File: config.mk
export PLATFORM = sky130hd
export DESIGN_NAME = mem_port
export DESIGN_NICKNAME = d
export VERILOG_FILES = /design/src/rtl/mem_pkg.sv /design/src/rtl/resp_fifo.sv /design/src/rtl/mem_port.sv
export SDC_FILE = /design/constraint.sdc
export NUM_CORES = 1
export LEC_CHECK = 0
export BUFFER_PORTS_ARGS = -buffer_cell sky130_fd_sc_hd__buf_4
export CORE_MARGIN = 5
export CORE_UTILIZATION = 46
export DETAILED_ROUTE_END_ITERATION = 7
export PLACE_DENSITY_LB_ADDON = 0.25
export SLEW_MARGIN = 20
export SYNTH_ARGS = -nofsm -noshare
export SYNTH_HDL_FRONTEND = slang
export SYNTH_SLANG_ARGS = --single-unit
File: constraint.sdc
create_clock -name clk -period 2.1 [get_ports clk]
set_input_delay 0.105 -clock clk [delete_from_list [all_inputs] [get_ports clk]]
set_output_delay 0.105 -clock clk [all_outputs]
set_load 0.02 [all_outputs]
File: src/rtl/mem_pkg.sv
// Shared types and default widths for the memory request port.
package mem_pkg;

  localparam int unsigned DATA_WIDTH = 16;
  localparam int unsigned ADDR_WIDTH = 16;

  // One load response as it travels through the response FIFO.
  typedef struct packed {
    logic [DATA_WIDTH-1:0] data;
    logic                  err;
  } mem_rsp_t;

endpackage

File: src/rtl/resp_fifo.sv
// Synchronous in-order FIFO of load responses; the head entry is read straight from its
// storage register.
module resp_fifo
  import mem_pkg::*;
#(
  parameter int unsigned Depth = 2
) (
  input  logic                         clk,
  input  logic                         rst,
  input  logic                         push,
  input  mem_rsp_t                     wdata,
  input  logic                         pop,
  output mem_rsp_t                     rdata,
  output logic                         full,
  output logic                         empty,
  output logic [$clog2(Depth+1)-1:0]   count
);

  localparam int unsigned PtrW = (Depth > 1) ? $clog2(Depth) : 1;
  localparam int unsigned CntW = $clog2(Depth + 1);

  mem_rsp_t            mem_q [Depth];
  logic [PtrW-1:0]     wr_ptr_q, rd_ptr_q;
  logic [CntW-1:0]     count_q;
  logic                do_push, do_pop;

  function automatic logic [PtrW-1:0] next_ptr(input logic [PtrW-1:0] p);
    return (p == PtrW'(Depth - 1)) ? '0 : p + 1'b1;
  endfunction

  assign full    = (count_q == CntW'(Depth));
  assign empty   = (count_q == '0);
  assign count   = count_q;
  assign rdata   = mem_q[rd_ptr_q];
  assign do_pop  = pop && !empty;
  // Push into a full FIFO only succeeds when the head leaves in the same cycle.
  assign do_push = push && (!full || do_pop);

  // Storage, pointers and occupancy.
  always_ff @(posedge clk) begin
    if (rst) begin
      for (int i = 0; i < int'(Depth); i++) begin
        mem_q[i] <= '0;
      end
      wr_ptr_q <= '0;
      rd_ptr_q <= '0;
      count_q  <= '0;
    end else begin
      if (do_push) begin
        mem_q[wr_ptr_q] <= wdata;
        wr_ptr_q        <= next_ptr(wr_ptr_q);
      end
      if (do_pop) begin
        rd_ptr_q <= next_ptr(rd_ptr_q);
      end
      unique case ({do_push, do_pop})
        2'b10:   count_q <= count_q + 1'b1;
        2'b01:   count_q <= count_q - 1'b1;
        default: count_q <= count_q;
      endcase
    end
  end

endmodule

File: src/rtl/mem_port.sv
// Requester-side front end for a synchronous-read RAM. Accepts one load/store per cycle and
// returns load data in order through resp_fifo.
// Optional feature: define MEM_BOUNDS_EN to flag out-of-range addresses (dropped stores,
// error responses for loads); otherwise upper address bits are ignored and rspErr stays 0.
module mem_port
  import mem_pkg::*;
#(
  parameter int unsigned DataWidth  = DATA_WIDTH,
  parameter int unsigned NumWords   = 8,
  parameter int unsigned IndexWidth = $clog2(NumWords),
  parameter int unsigned AddrWidth  = ADDR_WIDTH,
  parameter int unsigned RespDepth  = 2
) (
  input  logic                  clk,
  input  logic                  rst,
  input  logic                  reqValid,
  output logic                  reqReady,
  input  logic                  reqWrite,
  input  logic [AddrWidth-1:0]  reqAddr,
  input  logic [DataWidth-1:0]  reqWData,
  output logic                  rspValid,
  input  logic                  rspReady,
  output logic [DataWidth-1:0]  rspRData,
  output logic                  rspErr,
  output logic                  ramWriteEnable,
  output logic [IndexWidth-1:0] ramWriteAddr,
  output logic [DataWidth-1:0]  ramWriteData,
  output logic [IndexWidth-1:0] ramReadAddr,
  input  logic [DataWidth-1:0]  ramReadData
);

  localparam int unsigned OutW = $clog2(RespDepth + 1);

  logic [OutW-1:0] outstanding_q, outstanding_d;
  logic            pend_q, pend_err_q;
  logic            addr_ok, req_acc, load_acc, store_acc;
  logic            fifo_pop, fifo_full, fifo_empty;
  logic [OutW-1:0] fifo_count;
  mem_rsp_t        push_rsp, head_rsp;
  logic            unused_fifo;

`ifdef MEM_BOUNDS_EN
  assign addr_ok = (reqAddr < AddrWidth'(NumWords));
`else
  // Upper address bits alias onto the RAM index.
  logic unused_addr_hi;
  assign addr_ok        = 1'b1;
  assign unused_addr_hi = ^reqAddr[AddrWidth-1:IndexWidth];
`endif

  // A slot is reserved per outstanding load, so the FIFO can never overflow.
  assign reqReady  = !rst && (outstanding_q < OutW'(RespDepth));
  assign req_acc   = reqValid && reqReady;
  assign store_acc = req_acc && reqWrite;
  assign load_acc  = req_acc && !reqWrite;

  assign ramWriteEnable = store_acc && addr_ok;
  assign ramWriteAddr   = reqAddr[IndexWidth-1:0];
  assign ramWriteData   = reqWData;
  assign ramReadAddr    = reqAddr[IndexWidth-1:0];

  // Pending-load flag: RAM data for this load arrives in the following cycle.
  always_ff @(posedge clk) begin
    if (rst) begin
      pend_q     <= 1'b0;
      pend_err_q <= 1'b0;
    end else begin
      pend_q     <= load_acc;
      pend_err_q <= load_acc && !addr_ok;
    end
  end

  // Build the response from RAM data; out-of-range loads return zero data.
  always_comb begin
    push_rsp      = '0;
    push_rsp.err  = pend_err_q;
    push_rsp.data = pend_err_q ? '0 : DATA_WIDTH'(ramReadData);
  end

  resp_fifo #(
    .Depth (RespDepth)
  ) u_resp_fifo (
    .clk   (clk),
    .rst   (rst),
    .push  (pend_q),
    .wdata (push_rsp),
    .pop   (fifo_pop),
    .rdata (head_rsp),
    .full  (fifo_full),
    .empty (fifo_empty),
    .count (fifo_count)
  );

  assign unused_fifo = fifo_full ^ (^fifo_count);

  assign rspValid = !fifo_empty && !rst;
  assign fifo_pop = rspValid && rspReady;
  assign rspRData = DataWidth'(head_rsp.data);
  assign rspErr   = head_rsp.err;

  // Outstanding loads: +1 on load accept, -1 on response pop.
  always_comb begin
    outstanding_d = outstanding_q;
    unique case ({load_acc, fifo_pop})
      2'b10:   outstanding_d = outstanding_q + 1'b1;
      2'b01:   outstanding_d = outstanding_q - 1'b1;
      default: outstanding_d = outstanding_q;
    endcase
  end

  // Outstanding counter register.
  always_ff @(posedge clk) begin
    if (rst) begin
      outstanding_q <= '0;
    end else begin
      outstanding_q <= outstanding_d;
    end
  end

endmodule

# Word-level counts from Yosys, hierarchy flattened
# Memory sizes are Yosys's and may differ from the RTL's. A register that Yosys moved wholly into a read port is not among the register bits.
# Index checks and enable logic that the tools add are counted.
[word_totals]
register_bits = 7
latch_bits = 0
ramBits = 32
rom_bits = 0
in_bits = 53
out_inout_bits = 42
word_cells = 49
memories = 1
[memory_table]
columns = ["name", "words", "width", "read_ports", "rd_clocked_by_memory_dff", "write_ports", "line", "rtl"]
rows = [
  ["u_resp_fifo.mem_q", 2, 16, 1, 1, 2, "resp_fifo.sv:22", "mem_rsp_t mem_q [Depth];"],
]
[classes]
addsub = 6
multipliers = 0
div = 0
magnitude_cmp = 1
n_eq_ne = 5
shifts = 0
mux = 14
bitwise = 0
reduce_logical = 17
[ops]
columns = ["cell", "count"]
rows = [
  ["$mux 16", 1],
  ["$reduce_or 16->1", 1],
  ["$mux 1", 11],
  ["$logic_and 1x1->1", 8],
  ["$pmux 2 s2", 2],
  ["$eq 2x2->1 const B", 3],
  ["$add 2x1->2 const B", 2],
  ["$eq 2x1->1 const B", 2],
  ["$logic_not 1->1", 4],
  ["$reduce_bool 2->1", 2],
  ["$sub 2x1->2 const B", 2],
  ["$add 1x1->1 const B", 2],
  ["$logic_not 2->1", 1],
  ["$lt 2x2->1 const B", 1],
  ["$logic_or 1x1->1", 1],
]

# Longest topological paths before layout
# Gate-level depths: netlist of run 1.
[logic_depth]
ltp_word = 12
ltp_mapped = 8
depth_no_buf = 7

# By module
# From an unflattened synthesis of run 1, not the netlist that was laid out.
[unflattened]
cells_unflattened = 162
area_unflattened_um2 = 2074.5
[by_module_without_submodules]
columns = ["mod", "n_inst", "cells_per_inst", "area_per_inst_um2", "seq_area_each_um2"]
rows = [
  ["resp_fifo", 1, 122, 1761.7, 1121.1],
  ["mem_port", 1, 40, 312.8, 60.1],
]

# Worst setup path after synthesis of run 1
# Ideal clock, no wire load.
[synth_timing]
kind = "reg2reg"
start = "reg outstanding_q[1]"
end = "reg outstanding_q[1]"
setup_time_ns = 0.070
arrival_time_ns = 1.840
required_ns = 2.030
path_slack_ns = 0.190
path_stages_with_launch = 7
path_buffers = 0
period_less_slack_ns = 1.910
path_cell_list = "dfxtp_1 > nor2_1 > nand2_1 > or2_2 > ha_1 > or3_1 > a21oi_1"
[synth_between]
elab_chain_len = 6
word_cells_on_any_way = 10
cone_classes = "2 x add/sub; 1 x order compare; 2 x eq/ne; 1 x mux; 4 x reduce/logical"
[synth_lines]
columns = ["element", "line", "rtl"]
rows = [
  ["from (decl)", "mem_port.sv:34", "logic [OutW-1:0] outstanding_q, outstanding_d;"],
  ["from (signal assigned)", "mem_port.sv:116", "outstanding_q <= outstanding_d;"],
  ["$lt 2x2->1 (*)", "mem_port.sv:52", "assign reqReady = !rst && (outstanding_q < OutW'(RespDepth));"],
  ["$logic_and 1x1->1 (*)", "mem_port.sv:52", ""],
  ["net reqReady", "mem_port.sv:17", "output logic reqReady,"],
  ["$logic_and 1x1->1 (*)", "mem_port.sv:53", "assign req_acc = reqValid && reqReady;"],
  ["$logic_and 1x1->1 (*)", "mem_port.sv:55", "assign load_acc = req_acc && !reqWrite;"],
  ["$eq 2x1->1 or $eq 2x2->1 (tied branches)", "mem_port.sv:104", "unique case ({load_acc, fifo_pop})"],
  ["$pmux 2 s2 or $reduce_bool 2->1 (tied branches)", "-", ""],
]
# The timed path passes the listed nets; every way through them passes the cells marked *.
# A chain may end at the register's enable or synchronous reset.

==> results of run 1 <==
[report_power, final]
part / switching [uW] / internal [uW] / leakage, uW
sequential: 17.2 / 894 / 0.000398
clock: 258 / 353 / 0.0000552
combinational: 119 / 119 / 0.000496
total: 394 / 1370 / 0.000949
[registers in the layout (all words and copies together), names as in the netlist, named ones only]
signal and count:
u_resp_fifo.count 2, u_resp_fifo.rd_ptr_q 1, outstanding_q 2, u_resp_fifo.mem_q 32, u_resp_fifo.wr_ptr_q 1, pend_q 1
[metrics by stage]
step	util, %	hold slack, ps	instances	setup WS, ps	power (uW)
floorplan	-	177	153	190	1130
CTS	53.8	73.2	228	224	1770
global route	53.8	95.8	228	160	1830
global placement	51.0	210	219	313	1160
detailed placement	51.0	210	219	248	1170
finish	53.8	70.3	228	247	1760
[final timing paths]
path / start / to / slack [ps]
worst min register to register: u_resp_fifo.rd_ptr_q / flop / 480
worst max register to register: u_resp_fifo.count[0] / u_resp_fifo.mem_q[1][7] / 250
worst max-delay path: u_resp_fifo.count[0] / u_resp_fifo.mem_q[1][7] / 250
worst min-delay path: reqValid / pend_q / 70
[layout by cell type, fill, tap and decap left out, types with 3 or more instances in the layout]
cell type and instances:
o21ai_0 3, edfxtp_1 32, clkbuf_8 5, mux2_2 16, and2_4 10, nor2_1 4, and2_1 24, dfxtp_1 8
buf_4 43
[final cells by class]
cell class / instances / area, sq um
clock inverter: 2 / 35.0
fill: 350 / 1980
timing repair buffer: 44 / 333
tap: 52 / 65.1
sequential: 40 / 1120
clock buffer: 6 / 72.6
multi-input combinational: 84 / 683
[critical path: cells and delay by family (launching register included)]
kind | cells | cell delay (ps)
DFF | 1 | 450
and+or+nand+nor | 3 | 1040
[metal layers]
layer	routed length, microns	part of all wire (%)	up-vias
met2	1930	54	50
met1	1330	37	551
met4	44	1.2	0
met3	260	7.3	12
li1	-	-	548
met5	0	0	-
[logic make-up after synthesis]
group                      count (synthesis)  share of synthesized area, %
and+or+nand+nor                           51                          18.2
DFF                                       40                          55.8
buffers and inverters                     29                          10.5
muxes                                     18                          9.96
AOI/OAI and AO/OA                          8                          2.49
xor gates and xnor gates                   4                          1.74
adders and majority gates                  2                          1.24
other                                      1                         0.187
==> qor.yml, run 1 <==
drive_above_1_share_pct: 46.6
gp_congestion: 0.654
ys_seq_area_share_pct: 55.8
cts_max_level: 2
cts_tree: "done"
die_x_microns: 76.1
nNetsFinal: 230
clkSinkCount: 40
cap_viol_max_count: 0
fin_crit_ps: 1850
irDropWorstVdd_uv: 451
status: "finished, final reports clean"
reg2reg_depth: 3
grt_pass1_vias: 1290
grt_pass1_wl_mm: 5.95
rows: 24
power_leakage_uw: 0.000949
startpoint_type: "flop"
relSlewSlack_pct: 50.6
grt_max_degree: 17
critical_path_class: "reg -> reg"
final_area_sq_mm: 0.00231
crit_fanout: 16
crit_path_end_kind: "flop"
postCtsResizedCells: 0
synth_most_common_cell: "edfxtp_1"
timing.final.crit_share_pct: 88.2
synth_ff_type: "edfxtp_1"
synth_edf_count: 32
first_pass_iters: 4
n_antenna_cell: 0
synth_area_sq_mm: 0.00201
synth_top_area_share_pct: 47.8
avgSynthCellArea_sq_um: 13.1
floorplan.die_area_sq_mm: 0.00579
required_ps: 2020
hp-class: "in -> reg"
crit_path_top_delay_cell: "or2_1"
synth_area_leaders: "edfxtp_1 (48%), buf_4 (9.0%), mux2_2 (9.0%)"
hold_buffers: 1
vias: 1161
ant_nets: 0
post_cts_buffers: 0
core_sq_mm: 0.00429
fin_worst_skew_ps: 5.53
power_density_mw_per_mm2: 762
wl_per_cell_microns: 15.6
grt.total_usage_pct: 12.8
synth_seq_cells: 40
wirelength_mm: 3.57
io-pin-count: 95
port_buffers: 39
synth_cell_types: 30
clkSlewWorstSetupHoldPaths_ps: 80
critical_path.max_stage_delay_ps: 590
setup_viol: 0
start_util_pct: 46.8
die_h_microns: 76.1
clkLatencyLatePin_ps: 290
grt_use_met1_pct: 13.0
clockRootBuffer: "clkbuf_8"
ys_warn_count: 0
areaGrowthSynthToFinish_pct: 14.9
busiest_layer: "met2"
overflow: 0
crit_arrival_ps: 1770
met3_usage_pct: 6.26
max-clock-path-buffers: 2
hold_viol_final: 0
synth-async-reset-ratio_pct: 0
synth_nets: 208
synthCells: 153
via_per_inst: 5.09
drt_iter0_drc: 26
grt_util_met2_pct: 22.9
cts_buffers: 5
placed_area_sq_mm: 0.00219
drc_errors: 0
slew_violations: 0
worstPathCellList: "nor3b_2 -> and4bb_4 -> or2_1"
antenna_found_initial: 0
ys_top_cells_by_count: "edfxtp_1 (32), and2_1 (24), buf_4 (24)"
holdPathStages: 3
synth_top_cell_by_area: "edfxtp_1"
worstMarginPinSlew_ps: 741
rsz0062_at_grt: "false"
fmax_mhz: 540
dp_hpwl_mm: 2.56
fin_setup_tns_ps: 0
Power figures use the tool's default switching activity.
==> inputs of run 2 (changes only) <==
ABC_AREA = 1   (was unset)
==> run 2 against run 1 <==
Synthesized cell count grew 18%; via count grew 9.0%; count of clock-buffer cells in the layout grew 2; hold slack lost 38 ps; register-to-register slack gained 120 ps; highest routed layer unchanged.
==> qor.yml, run 2 <==
wl_per_cell_microns: 13.9
p_clk_share_pct: 31.5
max-clock-path-buffers: 2
drive_above_1_share_pct: 39.1
io-pin-count: 95
synth_ff_type: "edfxtp_1"
r2r_start: "u_resp_fifo.count[0]"
grt_max_degree: 18
synth_top_cell_by_area: "edfxtp_1"
holdPathStages: 2
cts_tree: "done"
seqPwrFrac_pct: 55.8
cts_max_level: 2
ys_top_cells_by_count: "nor2_1 (35), edfxtp_1 (32), inv_1 (25)"
hold_viol_final: 0
rsz0062_at_grt: "false"
synth_area_sq_mm: 0.00199
start_util_pct: 46.7
worstPathCellList: "inv_2 -> nand2_2 -> nand3_4 -> nand2_4 -> nand3_4 -> nand2_1 -> buf_4"
power_uw: 1620
ant_nets: 0
irDropWorstVdd_uv: 383
synth_seq_cells: 40
nNetsFinal: 261
largest_reg_flops: 32
power_density_mw_per_mm2: 710
postLayoutCoreUtil_pct: 53.5
status: "finished, final reports clean"
grt_pass1_wl_mm: 5.69
hold_ws_ps: 32.6
crit_path_top_delay_cell: "dfxtp_1"
grt.total_usage_pct: 13.2
core_sq_mm: 0.00426
hp-class: "in -> reg"
clkSinkCount: 40
crit_path_end_kind: "flop"
via_per_inst: 4.88
avgSynthCellArea_sq_um: 11.0
clkSlewWorstSetupHoldPaths_ps: 70
gp_congestion: 0.738
regToRegSetupSlack_ps: 370
synth_cell_types: 21
placed_area_sq_mm: 0.00218
clockRootBuffer: "clkbuf_8"
drc_errors: 0
synth_area_leaders: "edfxtp_1 (48%), mux2_2 (9.1%), buf_4 (8.7%)"
dp_hpwl_mm: 2.70
first_pass_iters: 4
regMostFlops: "u_resp_fifo.mem_q"
cts_buffers: 5
timing.final.crit_share_pct: 82.4
power_leakage_uw: 0.00104
power_frac_comb_pct: 12.7
crit_top_cell: "nand3_4"
worst_r2r_endpoint: "u_resp_fifo.mem_q[1][3]"
crit_arrival_ps: 1730
synthCells: 181
die_h_microns: 75.8
synth_top_area_share_pct: 48.3
worstHoldStart: "rst"
final_area_sq_mm: 0.00228
critical_path.max_stage_delay_ps: 410
n_antenna_cell: 0
antenna_found_initial: 0
rows: 24
final_cell_mix: "buf_4 (44), nor2_1 (35), edfxtp_1 (32)"
fin_setup_tns_ps: 0
p_int_uw: 1250
n_fill_cell: 397
worst-path-buf-inv: 2
wirelength_mm: 3.61
fmax_mhz: 578
busiest_layer: "met2"
overflow: 0
fin_crit_ps: 1730
port_buffers: 39
post_cts_buffers: 0
swShare_pct: 22.8
met3_usage_pct: 5.01
drt_iter0_drc: 85
grt_pass1_vias: 1261
ys_seq_area_share_pct: 56.3
path_delay_family: "simple AND/OR/NAND/NOR gates"
ys_warn_count: 0
vias: 1265
synth_nets: 236
clkLatencyLatePin_ps: 280
crit_fanout: 17
synth-async-reset-ratio_pct: 0
slew_violations: 0
critical_path_class: "reg -> reg"
required_ps: 2100
power_switching_uw: 369
synth_edf_count: 32
setup_viol: 0
areaGrowthSynthToFinish_pct: 14.6
layout_commonest_cell: "buf_4"
cap_viol_max_count: 0
floorplan.die_area_sq_mm: 0.00574
grt_use_met1_pct: 13.8
grt_util_met2_pct: 23.7
die_x_microns: 75.8
reg2reg_depth: 7
fin_worst_skew_ps: 3.61
synth_most_common_cell: "nor2_1"
startpoint_type: "flop"
run 2: changes by cell type after synthesis, moves of 7 or more:
cell | previous run | this run
and2_1 | 24 | 0
and2_4 | 10 | 0
inv_1 | 0 | 25
nand2_1 | 1 | 11
nor2_1 | 4 | 35
nor2_2 | 0 | 7
run 2: cell families after synthesis:
family                   share of synthesized area, %
adder cells (fa/ha/maj)                          1.26
AND/OR/NAND/NOR                                  15.1
XOR/XNOR                                        0.880
other                                           0.188
flip-flops                                       56.3
buffers and inverters                            15.4
multiplexers                                     9.05
AO/OA/AOI/OAI                                    1.76
run 2: final cells by class:
type | count | area [sq um] | area share [%]
sequential | 40 | 1120 | 49.1
multi-input combinational | 87 | 563 | 24.7
timing repair buffer | 45 | 340 | 14.9
inverter | 27 | 101 | 4.44
clock buffer | 8 | 90.1 | 3.95
tap | 52 | 65.1 | 2.85
run 2: stage by stage:
stage                     worst slack [ps]  instances
after global routing                   209        259
final                                  370        259
after detailed placement               363        250
after global placement                 394        250
after floorplan                        375        181
after CTS                              347        259
run 2: how the worst max path moves through the flow:
stage | startpoint | end | slack, ps | cells after the start
after floorplan | u_resp_fifo.count[0] | u_resp_fifo.mem_q[0][0] | 380 | 7
after global placement | u_resp_fifo.count[0] | u_resp_fifo.mem_q[1][0] | 390 | 7
after detailed placement | u_resp_fifo.count[0] | u_resp_fifo.mem_q[1][0] | 360 | 7
after CTS | u_resp_fifo.count[0] | u_resp_fifo.mem_q[1][3] | 350 | 7
after global routing | u_resp_fifo.count[0] | u_resp_fifo.mem_q[1][6] | 210 | 7
final | u_resp_fifo.count[0] | u_resp_fifo.mem_q[1][3] | 370 | 7
run 2: repair_timing:
item | CTS | global route
endpoints found under the hold margin | 1 | 0
resized for setup | 0 | 0
hold buffers | 1 | 0
run 2: worst register-to-register path, cell delays in order, from the launching register on:
cell and delay, ps:
dfxtp_1 410, inv_2 60, nand2_2 70, nand3_4 90
nand2_4 110, nand3_4 200, nand2_1 290, buf_4 210
run 2: routing by layer:
metal  vias to the layer above  part of all wire, %
met3                        18                  8.8
met2                        44                   56
met5                         -                    0
met1                       601                   33
met4                         0                  2.1
li1                        602                    -
run 2: power groups by stage:
stage | Clock [uW] | Sequential [uW] | Combinational, uW
after floorplan | 0 | 916 | 182
after CTS | 523 | 904 | 209
after global routing | 555 | 906 | 225
after detailed placement | 0 | 921 | 207
after global placement | 0 | 919 | 201
final | 511 | 903 | 206
